### config.mk
export PLATFORM = sky130hd
export DESIGN_NAME = cacheline_mem_arbiter_flat
export DESIGN_NICKNAME = d
export VERILOG_FILES = /design/src/rtl/cacheline_mem_arbiter_if.sv /design/src/rtl/cacheline_mem_arbiter.sv /design/src/flat_wrapper.sv
export SDC_FILE = /design/constraint.sdc
export NUM_CORES = 1
export LEC_CHECK = 0
export ABC_AREA = 1
export CELL_PAD_IN_SITES_DETAIL_PLACEMENT = 0
export CELL_PAD_IN_SITES_GLOBAL_PLACEMENT = 2
export CORE_AREA = 5 5 451 453
export CTS_CLUSTER_SIZE = 20
export DETAILED_ROUTE_END_ITERATION = 8
export DIE_AREA = 0 0 456 458
export PLACE_DENSITY = 0.58
export SYNTH_ARGS = -nofsm -noshare
export SYNTH_HDL_FRONTEND = slang
export SYNTH_SLANG_ARGS = --single-unit
### constraint.sdc
create_clock -name clk -period 4.4 [get_ports clk]
set_clock_uncertainty 0.15 [all_clocks]
set_input_delay 0.88 -clock clk [delete_from_list [all_inputs] [get_ports clk]]
set_output_delay 0.88 -clock clk [all_outputs]
set_load 0.1 [all_outputs]
### src/rtl/cacheline_mem_arbiter_if.sv
// rtl/cacheline_mem_arbiter_if.sv - cache/memory bus bundle for the cacheline memory arbiter
interface cacheline_mem_arbiter_if #(
  parameter int ADDR_W = 32,
  parameter int LINE_W = 256,
  parameter int CNT_W  = 16
);
  logic              i_read;
  logic [ADDR_W-1:0] i_addr;
  logic              i_resp;
  logic              d_read;
  logic              d_write;
  logic [ADDR_W-1:0] d_addr;
  logic [LINE_W-1:0] d_wdata;
  logic              d_resp;
  logic [LINE_W-1:0] rdata;
  logic              pmem_read;
  logic              pmem_write;
  logic [ADDR_W-1:0] pmem_addr;
  logic [LINE_W-1:0] pmem_wdata;
  logic [LINE_W-1:0] pmem_rdata;
  logic              pmem_resp;
  logic              busy;
  logic [CNT_W-1:0]  i_grants;
  logic [CNT_W-1:0]  d_grants;

  // Arbiter view
  modport slave (
    input  i_read, i_addr, d_read, d_write, d_addr, d_wdata, pmem_rdata, pmem_resp,
    output i_resp, d_resp, rdata, pmem_read, pmem_write, pmem_addr, pmem_wdata,
           busy, i_grants, d_grants
  );

  // Caches-plus-memory view
  modport master (
    output i_read, i_addr, d_read, d_write, d_addr, d_wdata, pmem_rdata, pmem_resp,
    input  i_resp, d_resp, rdata, pmem_read, pmem_write, pmem_addr, pmem_wdata,
           busy, i_grants, d_grants
  );
endinterface

### src/rtl/cacheline_mem_arbiter.sv
// rtl/cacheline_mem_arbiter.sv - shares one cacheline memory port between I-cache and D-cache
module cacheline_mem_arbiter #(
  parameter int ADDR_W = 32,
  parameter int LINE_W = 256,
  parameter int CNT_W  = 16
) (
  input  logic                    clk,
  input  logic                    rst,
  cacheline_mem_arbiter_if.slave  bus
);

  typedef enum logic [1:0] {
    IDLE    = 2'd0,
    SERVE_I = 2'd1,
    SERVE_D = 2'd2,
    DONE    = 2'd3
  } state_t;

  state_t            r_state;
  state_t            w_next_state;
  logic              r_last_d;
  logic              r_wr;
  logic [ADDR_W-1:0] r_addr;
  logic [LINE_W-1:0] r_wdata;
  logic [CNT_W-1:0]  r_i_grants;
  logic [CNT_W-1:0]  r_d_grants;

  logic w_i_req;
  logic w_d_req;
  logic w_contend;
  logic w_grant_i;
  logic w_grant_d;

  assign w_i_req   = bus.i_read;
  assign w_d_req   = bus.d_read | bus.d_write;
  assign w_contend = w_i_req & w_d_req;

  // State register; reset abandons any in-flight memory transaction
  always_ff @(posedge clk or negedge rst) begin
    if (!rst) begin
      r_state <= IDLE;
    end else begin
      r_state <= w_next_state;
    end
  end

  // Arbitration, next state, and strobes driven only from the latched command
  always_comb begin
    w_next_state   = r_state;
    w_grant_i      = 1'b0;
    w_grant_d      = 1'b0;
    bus.i_resp     = 1'b0;
    bus.d_resp     = 1'b0;
    bus.pmem_read  = 1'b0;
    bus.pmem_write = 1'b0;
    bus.pmem_addr  = '0;
    bus.pmem_wdata = '0;
    case (r_state)
      IDLE: begin
        // On contention the side that did not win the previous contention goes first
        if (w_contend) begin
          w_grant_i = r_last_d;
          w_grant_d = ~r_last_d;
        end else begin
          w_grant_i = w_i_req;
          w_grant_d = w_d_req;
        end
        if (w_grant_i) begin
          w_next_state = SERVE_I;
        end else if (w_grant_d) begin
          w_next_state = SERVE_D;
        end
      end
      SERVE_I: begin
        bus.pmem_read  = ~r_wr;
        bus.pmem_write = r_wr;
        bus.pmem_addr  = r_addr;
        bus.pmem_wdata = r_wdata;
        if (bus.pmem_resp) begin
          bus.i_resp   = 1'b1;
          w_next_state = DONE;
        end
      end
      SERVE_D: begin
        bus.pmem_read  = ~r_wr;
        bus.pmem_write = r_wr;
        bus.pmem_addr  = r_addr;
        bus.pmem_wdata = r_wdata;
        if (bus.pmem_resp) begin
          bus.d_resp   = 1'b1;
          w_next_state = DONE;
        end
      end
      // One dead cycle so the cache's held-over request is not granted again
      DONE: begin
        w_next_state = IDLE;
      end
      default: begin
        w_next_state = IDLE;
      end
    endcase
  end

  // Command latch, contention history and saturating grant counters
  always_ff @(posedge clk or negedge rst) begin
    if (!rst) begin
      r_last_d   <= 1'b0;
      r_wr       <= 1'b0;
      r_addr     <= '0;
      r_wdata    <= '0;
      r_i_grants <= '0;
      r_d_grants <= '0;
    end else begin
      if (w_grant_i) begin
        r_addr  <= bus.i_addr;
        r_wr    <= 1'b0;
        r_wdata <= '0;
        if (r_i_grants != '1) begin
          r_i_grants <= r_i_grants + CNT_W'(1);
        end
      end
      if (w_grant_d) begin
        r_addr  <= bus.d_addr;
        r_wr    <= bus.d_write;
        r_wdata <= bus.d_wdata;
        if (r_d_grants != '1) begin
          r_d_grants <= r_d_grants + CNT_W'(1);
        end
      end
      if (w_contend && (w_grant_i || w_grant_d)) begin
        r_last_d <= w_grant_d;
      end
    end
  end

  assign bus.rdata    = bus.pmem_rdata;
  assign bus.busy     = (r_state != IDLE);
  assign bus.i_grants = r_i_grants;
  assign bus.d_grants = r_d_grants;

endmodule

### src/flat_wrapper.sv
// flat-port wrapper written by rule: the top's interface ports become plain ports
module cacheline_mem_arbiter_flat 
#(
  parameter int ADDR_W = 32,
  parameter int LINE_W = 256,
  parameter int CNT_W  = 16
)
  (clk, rst, bus_i_read, bus_i_addr, bus_d_read, bus_d_write, bus_d_addr, bus_d_wdata, bus_pmem_rdata, bus_pmem_resp, bus_i_resp, bus_d_resp, bus_rdata, bus_pmem_read, bus_pmem_write, bus_pmem_addr, bus_pmem_wdata, bus_busy, bus_i_grants, bus_d_grants);
  cacheline_mem_arbiter_if #(.ADDR_W(ADDR_W), .LINE_W(LINE_W), .CNT_W(CNT_W)) bus_i ();
  input  logic clk;
  input  logic rst;
  input wire logic [$bits(bus_i.i_read)-1:0] bus_i_read;
  input wire logic [$bits(bus_i.i_addr)-1:0] bus_i_addr;
  input wire logic [$bits(bus_i.d_read)-1:0] bus_d_read;
  input wire logic [$bits(bus_i.d_write)-1:0] bus_d_write;
  input wire logic [$bits(bus_i.d_addr)-1:0] bus_d_addr;
  input wire logic [$bits(bus_i.d_wdata)-1:0] bus_d_wdata;
  input wire logic [$bits(bus_i.pmem_rdata)-1:0] bus_pmem_rdata;
  input wire logic [$bits(bus_i.pmem_resp)-1:0] bus_pmem_resp;
  output wire logic [$bits(bus_i.i_resp)-1:0] bus_i_resp;
  output wire logic [$bits(bus_i.d_resp)-1:0] bus_d_resp;
  output wire logic [$bits(bus_i.rdata)-1:0] bus_rdata;
  output wire logic [$bits(bus_i.pmem_read)-1:0] bus_pmem_read;
  output wire logic [$bits(bus_i.pmem_write)-1:0] bus_pmem_write;
  output wire logic [$bits(bus_i.pmem_addr)-1:0] bus_pmem_addr;
  output wire logic [$bits(bus_i.pmem_wdata)-1:0] bus_pmem_wdata;
  output wire logic [$bits(bus_i.busy)-1:0] bus_busy;
  output wire logic [$bits(bus_i.i_grants)-1:0] bus_i_grants;
  output wire logic [$bits(bus_i.d_grants)-1:0] bus_d_grants;
  assign bus_i.i_read = bus_i_read;
  assign bus_i.i_addr = bus_i_addr;
  assign bus_i.d_read = bus_d_read;
  assign bus_i.d_write = bus_d_write;
  assign bus_i.d_addr = bus_d_addr;
  assign bus_i.d_wdata = bus_d_wdata;
  assign bus_i.pmem_rdata = bus_pmem_rdata;
  assign bus_i.pmem_resp = bus_pmem_resp;
  assign bus_i_resp = bus_i.i_resp;
  assign bus_d_resp = bus_i.d_resp;
  assign bus_rdata = bus_i.rdata;
  assign bus_pmem_read = bus_i.pmem_read;
  assign bus_pmem_write = bus_i.pmem_write;
  assign bus_pmem_addr = bus_i.pmem_addr;
  assign bus_pmem_wdata = bus_i.pmem_wdata;
  assign bus_busy = bus_i.busy;
  assign bus_i_grants = bus_i.i_grants;
  assign bus_d_grants = bus_i.d_grants;
  cacheline_mem_arbiter #(.ADDR_W(ADDR_W), .LINE_W(LINE_W), .CNT_W(CNT_W)) u_core (.clk(clk), .rst(rst), .bus(bus_i));
endmodule
==> results.md <==
- Num CTS Buffers: 52
- First-pass GRT wire length: 152100 µm
- Crit. End Element: output port
- Die Ht: 458 µm
- Pre-Repair DR Iteration Count: 5
- CP Max Fanout: 32
- Synthesis Warnings: 0
- Share of cells above drive strength 1: between 10% and 20%
- Final wirelength: about 110000 µm
- Area Growth Syn to Fin: 50.68%
- Status: finished clean
- Post-synth EDFFs: 0
- Die Width: about 460 µm
- Ranking of synthesized cells by area: dfrtp_1 (44%), nand2_1 (23%), buf_4 (11%)
- Hold buffers post-CTS: 0
- Clk root buf: clkbuf_16
- Postcts setup bufs: 0
- Avg Cell Area, Syn: 7.183 µm²
- Starting Density: 9.230%
- Primary FF master, synth: dfrtp_1
- Setup TNS: 0 ps
- Slew headroom: 29.78%
- Cell variety after synth: 23
- Total Die Area: 0.2088 mm²
- Num ports: between 1000 and 1500
- Commonest non-fill, non-tap cell in the layout: nand2_1
- ANT nets after route: 0
- RSZ-0062 raised after global routing: no
- DRT iter0 DRCs: about 960
- CTS resizes: 0
- Clock Tree Buf Depth: 3
- Wire per inst: 19.88 µm
- Tcrit/Tclk final: 85.69%
- Crit path DAT: about 2700 ps
- TritonCTS clock tree: yes
- CTS Sinks: 324
- Slew Limit Fails: 0
- Number of max-cap violations: 0
- Total number of vias: 17340
- GP Congestion: roughly 0.77
- Total track usage: 10.23%
- Most frequent cells in the layout: nand2_1 (1102), clkdlybuf4s50_1 (357), dfrtp_1 (324)
- Reg clk slew, reported paths: 60 ps
- Syn_nets: about 3100
- Yosys reg bits: around 320
- Drt via density: 3.098
- Async SR Flop Fraction: 100.0%
- DP Area: 0.02585 mm²
- Placeable core area: 0.1988 mm²
- H-tree depth: 2
- Gate count of the mapped netlist: 2555
- Initial antenna violation count: 12
- Final setup violation count: 0
- Design area: 0.02765 mm²
- Synth top area share: 44.18%
- Grt total ovfl: 0
- Fin nets: around 3500
- Slew @ Worst Pin: 1050 ps
- Vias in the first global route: 18070
- # rows: roughly 160
- DRC: 0
- Mapped cell area: 0.01835 mm²
- Post-synth top area cell: dfrtp_1
- Crit path time final: around 3800 ps
- Worst-Skew Late Latency: around 630 ps
- Number of port buffers: 650
- CP required: 3370 ps
- Max frequency: approximately 270 MHz
- Worst Setup Start Kind: flop
- Post-DP HPWL: approximately 86000 µm
- Largest net degree at the start of global routing: 114
- WS Path Type: flop to output port
- Seq/Total Area, Yosys: 44.18%
- Hold Vio Cnt, Final: 0
- HP Class: input pin to asynchronous set/reset pin
-- sequential cells by signal, indices dropped and copies added, names as in the netlist --
register and flops:
u_core.r_last_d 1, u_core.r_wr 1, u_core.bus.i_grants 16, u_core.bus.d_grants 16, u_core.r_state 2, u_core.r_wdata 256, u_core.r_addr 32
-- final timing paths --
| check | startpoint | to | slack (ps) | cells after the start |
|---|---|---|---|---|
| worst max-delay path | u_core.r_state[0] | bus_pmem_wdata[4] | 630 | 7 |
| worst min-delay path | rst | u_core.r_wdata[171] | 150 | 1 |
| worst max register to register | u_core.r_state[0] | u_core.r_addr[0] | 1870 | 9 |
| worst min register to register | u_core.r_wdata[101] | u_core.r_wdata[101] | 340 | 2 |
| max in group asynchronous | rst | u_core.r_addr[13] | 3040 | 2 |
| min in group clk | u_core.r_wdata[101] | u_core.r_wdata[101] | 340 | 2 |
-- per-stage QoR --
stage	instances	worst slack [ps]	hold slack, ps	utilization [%]
after global routing	5598	342.7	144.7	13.91
final	5598	629.5	154.9	13.91
after CTS	5596	416.8	119.1	13.91
after floorplan	2555	1305	319.0	-
after detailed placement	5502	1086	336.5	13.00
after global placement	5502	1103	330.0	13.00
-- area by class of cell --
cell class	instances	area (µm²)
sequential	324	8108
fill	22980	171200
timing repair buffer	686	6889
inverter	326	1224
antenna	2	5.005
multi-input combinational	1510	6302
clock buffer	72	1508
clock inverter	22	295.3
tap	2656	3323
-- cells by family after synthesis --
kind of cell	after synthesis	synth area share (%)
fa+ha+maj	6	0.4090
flops	324	44.18
xor+xnor	12	0.5727
simple gates	1470	32.52
compound gates	22	0.6204
buf+inv	721	21.70
-- layer usage --
layer / wire [µm] / GRT usage (%) / vias up
met5: 727 / 2.641 / -
li1: - / - / 8084
met2: 51500 / 16.33 / 681
met1: 43120 / 11.47 / 8381
met4: 3163 / 3.064 / 12
met3: 12760 / 5.702 / 184
-- worst max-delay path, stage by stage, from the launching register on --
cell	delay, ps
dfrtp_1	370
inv_1	110
ha_4	380
buf_12	220
buf_4	400
nand2_1	160
inv_1	90
buf_4	290
-- cell usage after synthesis, types with 3 or more instances --
library cell / number
xor2_1: 6
buf_4: 259
nor2_2: 6
inv_2: 4
nor2_1: 37
dfrtp_1: 324
o21ai_0: 12
buf_2: 93
buf_1: 3
clkbuf_1: 15
nand4_1: 11
ha_1: 6
inv_1: 321
nand2_1: 1102
nand3_1: 310
buf_6: 25
o21ai_1: 9
xnor2_1: 6
Power is not shown: default switching activity piles up to over one toggle a cycle in this logic, so the estimate is an artifact.
